$ cat src/rtl/text_pkg.sv
// text_pkg: shared constants and state type for the text console writer.
// Latency: n/a (declarations only).
// Backpressure: n/a.
package text_pkg;

  localparam int         COLS       = 32;
  localparam logic [7:0] CHAR_SPACE = 8'h20;

  localparam logic [7:0] CC_BS = 8'h08;
  localparam logic [7:0] CC_LF = 8'h0A;
  localparam logic [7:0] CC_FF = 8'h0C;
  localparam logic [7:0] CC_CR = 8'h0D;

  typedef enum logic [2:0] {
    ST_CLEAR,
    ST_IDLE,
    ST_SCR_RD,
    ST_SCR_HOLD,
    ST_SCR_WR,
    ST_FILL
  } state_e;

endpackage : text_pkg

$ cat src/rtl/text_console.sv
// text_console: byte-stream text writer owning the write port of the 32-column text RAM.
// Latency: accepted byte -> RAM write visible the next cycle; cursor updates on the accept edge.
// Backpressure: in_ready only in IDLE; clear (ROWS*32 cycles) and scroll (96*(ROWS-1)+32) stall input.
// Ports: CLOCK/RESET_N; in_data/in_valid/in_ready byte stream; ram_addr/ram_wdata/ram_we/ram_rdata
//        text RAM port ({row,col} addressing, 1-cycle read latency); cur_col/cur_row cursor; busy.
module text_console
  import text_pkg::*;
#(
  parameter int ROWS = 30
) (
  input  logic       CLOCK,
  input  logic       RESET_N,
  input  logic [7:0] in_data,
  input  logic       in_valid,
  output logic       in_ready,
  output logic [9:0] ram_addr,
  output logic [7:0] ram_wdata,
  output logic       ram_we,
  input  logic [7:0] ram_rdata,
  output logic [4:0] cur_col,
  output logic [4:0] cur_row,
  output logic       busy
);

  localparam logic [4:0] LAST_COL = 5'(COLS - 1);
  localparam logic [4:0] LAST_ROW = 5'(ROWS - 1);
  localparam logic [4:0] SCR_LAST = 5'(ROWS - 2);

  state_e     state_q, state_d;
  logic [4:0] cur_col_q, cur_col_d;
  logic [4:0] cur_row_q, cur_row_d;
  // Shared cell pointer for clear, scroll copy (destination row) and fill.
  // It is always back at (0,0) whenever the FSM sits in IDLE.
  logic [4:0] ptr_col_q, ptr_col_d;
  logic [4:0] ptr_row_q, ptr_row_d;
  logic [9:0] addr_q, addr_d;
  // During scroll the write-data register doubles as the read-hold register.
  logic [7:0] wdata_q, wdata_d;
  logic       we_q, we_d;
  logic       row_adv;

  always_ff @(posedge CLOCK or negedge RESET_N) begin
    if (!RESET_N) begin
      state_q   <= ST_CLEAR;
      cur_col_q <= '0;
      cur_row_q <= '0;
      ptr_col_q <= '0;
      ptr_row_q <= '0;
      addr_q    <= '0;
      wdata_q   <= '0;
      we_q      <= 1'b0;
    end else begin
      state_q   <= state_d;
      cur_col_q <= cur_col_d;
      cur_row_q <= cur_row_d;
      ptr_col_q <= ptr_col_d;
      ptr_row_q <= ptr_row_d;
      addr_q    <= addr_d;
      wdata_q   <= wdata_d;
      we_q      <= we_d;
    end
  end

  always_comb begin
    state_d   = state_q;
    cur_col_d = cur_col_q;
    cur_row_d = cur_row_q;
    ptr_col_d = ptr_col_q;
    ptr_row_d = ptr_row_q;
    addr_d    = addr_q;
    wdata_d   = wdata_q;
    we_d      = 1'b0;
    row_adv   = 1'b0;

    unique case (state_q)
      ST_CLEAR: begin
        addr_d    = {ptr_row_q, ptr_col_q};
        wdata_d   = CHAR_SPACE;
        we_d      = 1'b1;
        ptr_col_d = ptr_col_q + 5'd1;
        if (ptr_col_q == LAST_COL) begin
          ptr_row_d = ptr_row_q + 5'd1;
          if (ptr_row_q == LAST_ROW) begin
            ptr_row_d = '0;
            state_d   = ST_IDLE;
          end
        end
      end

      ST_IDLE: begin
        if (in_valid) begin
          if (in_data >= CHAR_SPACE) begin
            addr_d    = {cur_row_q, cur_col_q};
            wdata_d   = in_data;
            we_d      = 1'b1;
            cur_col_d = cur_col_q + 5'd1;
            row_adv   = (cur_col_q == LAST_COL);
          end else begin
            unique case (in_data)
              CC_BS: if (cur_col_q != 5'd0) cur_col_d = cur_col_q - 5'd1;
              CC_CR: cur_col_d = '0;
              CC_LF: begin
                cur_col_d = '0;
                row_adv   = 1'b1;
              end
              CC_FF: begin
                cur_col_d = '0;
                cur_row_d = '0;
                state_d   = ST_CLEAR;
              end
              default: ;
            endcase
          end
          if (row_adv) begin
            if (cur_row_q != LAST_ROW) cur_row_d = cur_row_q + 5'd1;
            else                       state_d   = ST_SCR_RD;
          end
        end
      end

      ST_SCR_RD: begin
        addr_d  = {ptr_row_q + 5'd1, ptr_col_q};
        state_d = ST_SCR_HOLD;
      end

      // Read address stays on the bus while the RAM returns the data.
      ST_SCR_HOLD: state_d = ST_SCR_WR;

      ST_SCR_WR: begin
        addr_d    = {ptr_row_q, ptr_col_q};
        wdata_d   = ram_rdata;
        we_d      = 1'b1;
        ptr_col_d = ptr_col_q + 5'd1;
        state_d   = ST_SCR_RD;
        if (ptr_col_q == LAST_COL) begin
          if (ptr_row_q == SCR_LAST) begin
            ptr_row_d = '0;
            state_d   = ST_FILL;
          end else begin
            ptr_row_d = ptr_row_q + 5'd1;
          end
        end
      end

      ST_FILL: begin
        addr_d    = {LAST_ROW, ptr_col_q};
        wdata_d   = CHAR_SPACE;
        we_d      = 1'b1;
        ptr_col_d = ptr_col_q + 5'd1;
        if (ptr_col_q == LAST_COL) state_d = ST_IDLE;
      end

      default: state_d = ST_CLEAR;
    endcase
  end

  assign in_ready  = (state_q == ST_IDLE);
  assign busy      = (state_q != ST_IDLE);
  assign ram_addr  = addr_q;
  assign ram_wdata = wdata_q;
  assign ram_we    = we_q;
  assign cur_col   = cur_col_q;
  assign cur_row   = cur_row_q;

endmodule : text_console
$ cat config.mk
export PLATFORM = sky130hd
export DESIGN_NAME = text_console
export DESIGN_NICKNAME = d
export VERILOG_FILES = /design/src/rtl/text_pkg.sv /design/src/rtl/text_console.sv
export SDC_FILE = /design/constraint.sdc
export NUM_CORES = 1
export LEC_CHECK = 0
export CAP_MARGIN = 5
export CORE_MARGIN = 4
export CORE_UTILIZATION = 56
export DETAILED_ROUTE_END_ITERATION = 10
export HOLD_SLACK_MARGIN = 0.15
export PLACE_DENSITY = 0.85
export SETUP_SLACK_MARGIN = 0.5
export SYNTH_ARGS = -nofsm -noshare
export SYNTH_HDL_FRONTEND = slang
export SYNTH_SLANG_ARGS = --single-unit
$ cat constraint.sdc
create_clock -name CLOCK -period 5.2 [get_ports CLOCK]
set_clock_uncertainty 0.15 [all_clocks]
set_input_delay 1.04 -clock CLOCK [delete_from_list [all_inputs] [get_ports CLOCK]]
set_output_delay 1.04 -clock CLOCK [all_outputs]
set_load 0.005 [all_outputs]
==> parameters.txt <==
Parameter                              Value

Run status
  Status    finished, final reports clean

Clock network
  Bufs on Longest Clock Path    2
  CTS sink count    42
  CTS-repair resized insts    0
  CTS tree    done
  Source-to-sink clock delay at the later pin of the worst-skew pair    300 ps
  Post-CTS setup buffer count    0
  CTS Root Cell    clkbuf_8
  Clock-pin slew on the worst setup and hold paths    80 ps
  Num CTS Buffers    5
  Maximum level of the CTS H-tree    2
  Quantity of hold-fixing buffers added after cts    0

Logic synthesis
  Gate Count Post-Synth    288
  Cell taking the most area after synthesis    dfrtp_1
  Syn_nets    317
  Flops & latches, synth    42
  YS warnings    0
  Most area-consuming cells after synthesis    dfrtp_1, a21oi_1, ha_1, nor2_1, nor2b_1
  Async S/R FF share, synth    100%
  Mapped cell area    2560 µm²
  Number of distinct library cell variants in the gate-level netlist after synthesis    55
  Number of enable flip-flop cells after synthesis    0
  Area share of the leading cell type in the synthesized netlist    41.1%
  Synthesized area divided by synthesized cell count    8.88 µm²
  Most used flip-flop cell after synthesis    dfrtp_1
  Sequential area share after synthesis    41.1%

Setup path
  Kind of critical path    reg -> out
  Kind of end point of the critical path    output port
  Worst endpoint required time    4010 ps
  Crit path DAT    2170 ps
  Worst-path cell chain    nor2b_1, nand2b_1, inv_1, clkdlybuf4s50_1
  FF-to-FF Start    state_q[2]$_DFFE_PN0P_
  Peak per-stage delay on the critical path    810 ps
  Worst-path fanout max    23
  Reg-to-reg slack, setup    2590 ps
  Cell at the slowest stage of the critical path    dfrtp_1
  Startpoint kind of the worst setup timing path    flip-flop
  Setup crit start    state_q[0]$_DFFE_PN0P_

Final layout
  Layout overhead on the synthesized area    23.5%
  Final-stage net count    359
  Final standard cell area without fillers    3160 µm²
  Fraction of layout instances using a drive strength above 1    6.04%
  Number of antenna repair diodes    0
  Final standard cell count with taps included and fillers excluded    383
  Core utilization of the finished layout    72.1%

Placement
  Number of buffers added on ports    49
  HPWL after DPL    4380 µm
  Number of cells after detailed placement    375
  Total cell area at the placement stage    3050 µm²
  Global placer's final weighted congestion    0.896
  Post-Place Setup Slack    1900 ps

Floorplanning
  Vertical die dimension    75.6 µm
  Die X    75.6 µm
  Standard cell core area    4380 µm²
  Area of the die    5710 µm²
  Top-level port count    50
  Total number of placement rows    24
  Effective utilization at floorplan    58.4%

STA
  Least setup slack across all paths after layout    1840 ps
  Setup TNS Final    0 ps
  Fin Hold WS    343 ps
  Count of final hold-check violations    0
  Maximum frequency from static timing analysis    298 MHz
  Final worst-path cycle share    64.6%
  Time the final worst path needs with I/O delays and setup    3360 ps
  Relative max-transition margin    27.2%
  Max-slew violation count    0
  Setup-failing EPs final    0
  Slew at the pin closest to its max-slew limit    1080 ps
  Setup repair after global routing missed its margin    no

Global route
  Highest-utilization routing layer at the global route stage    met2
  Met3 routing resource usage after global routing    6.60%
  Global-route wire length before repair    10000 µm
  Routing usage on met1    31.7%
  Number of antenna violations at the first check in global routing    0
  Largest net degree at the start of global routing    43
  Total global-route track usage    22.9%
  Number of global-route vias before repair    2123
  Met2 Use GR    35.2%
  Global route overflow    0

Drt
  Iteration-0 DRC Markers    212
  Post-route DRC    0
  Count of nets left with antenna violations after detail routing    0
  Average detailed-routed wire length per instance    15.5 µm
  First-pass iteration count of the detailed router    4
  Per-cell via count in the routed design    6.05
  Via count    2317
  Total Routed Length    5930 µm

Job
  Max-cap violation count    0

Power
  VDD IR max    0.109 mV
  Total power density per cell area    204 nW/µm²
  Total power    0.644 mW
  Leakage    1.39 nW

Min path
  Path class of the lowest-slack min-delay path    reg -> reg
  Beginning of the worst hold path    ram_addr[6]$_DFFE_PN0P_
-- cell usage in the layout, fill, tap and decap left out, types with 3 or more instances in the layout --
cell	Yosys	layout
a21o_1	4	4
a21oi_1	36	36
a22oi_1	9	9
and3_1	4	4
clkbuf_8	0	5
clkdlybuf4s50_1	0	48
dfrtp_1	42	42
ha_1	10	10
inv_1	10	10
mux2i_1	6	6
nand2_1	18	18
nand2b_1	7	7
nand3_1	6	6
nand4_1	3	3
nor2_1	31	31
nor2b_1	12	12
nor3_1	8	8
nor4b_1	3	3
o21ai_0	11	11
o221ai_1	4	4
o31ai_1	5	5
or2_2	4	4
xnor2_1	3	3
-- metal layers --
metal	share of wire, %	wire [µm]	up-vias
met4	1.0	62	0
met3	8.0	477	7
met1	45	2660	1089
li1	-	-	1139
met2	46	2740	82
met5	0	0	-
-- cell usage after synthesis (all sizes together), types with 5 or more instances --
cell    count
dfrtp      42
nand2b      8
nor2       31
inv        10
a21oi      36
mux2i       6
nand3       6
nand2      18
o31ai       5
o21ai      12
a22oi       9
clkbuf     11
nor3        8
nor2b      12
ha         10
-- worst max-delay path: cells and delay by family (launching register included) --
| family | cells | cell delay, ps |
|---|---|---|
| flip-flops | 1 | 810 |
| AND/OR/NAND/NOR | 2 | 450 |
| buffers and inverters | 2 | 610 |
-- report_power, final --
group / internal (mW) / switching, mW
clock: 0.143 / 0.116
combinational: 0.0269 / 0.0232
sequential: 0.331 / 0.00388
-- sequential cells by signal, indices dropped and copies added, names as in the netlist --
register,cells
ram_addr,10
ram_wdata,8
state_q,3
cur_col,5
ptr_row_q,5
cur_row,5
ptr_col_q,5
ram_we,1
-- layout make-up --
cell class / count / area (µm²)
Fill cell: 355 / 1220
Tap cell: 52 / 65.1
Sequential cell: 42 / 1050
Inverter: 10 / 37.5
Clock inverter: 2 / 37.5
Multi-Input combinational cell: 222 / 1410
Clock buffer: 6 / 72.6
Timing Repair Buffer: 49 / 485
-- worst paths after layout --
path	endpoint	depth (start not counted)
worst max-delay path	in_ready	4
worst min-delay path	ram_addr[6]$_DFFE_PN0P_	1
worst max register to register	ram_wdata[5]$_DFFE_PN0P_	5
worst min register to register	ram_addr[6]$_DFFE_PN0P_	1
max in group asynchronous	ptr_row_q[2]$_DFFE_PN0P_	1
min in group asynchronous	ram_we$_DFF_PN0_	1
-- kinds of logic (layout without fill, tap and decap cells) --
kind of cell | after synthesis | after routing | synth area share [%]
multiplexers | 7 | 7 | 2.79
XOR/XNOR | 3 | 3 | 1.03
flip-flops | 42 | 42 | 41.1
adder cells (fa/ha/maj) | 10 | 10 | 4.89
AND/OR/NAND/NOR | 109 | 109 | 22.9
AO/OA/AOI/OAI | 93 | 93 | 23.5
buffers and inverters | 24 | 67 | 3.81
Power figures use the tool's default switching activity.
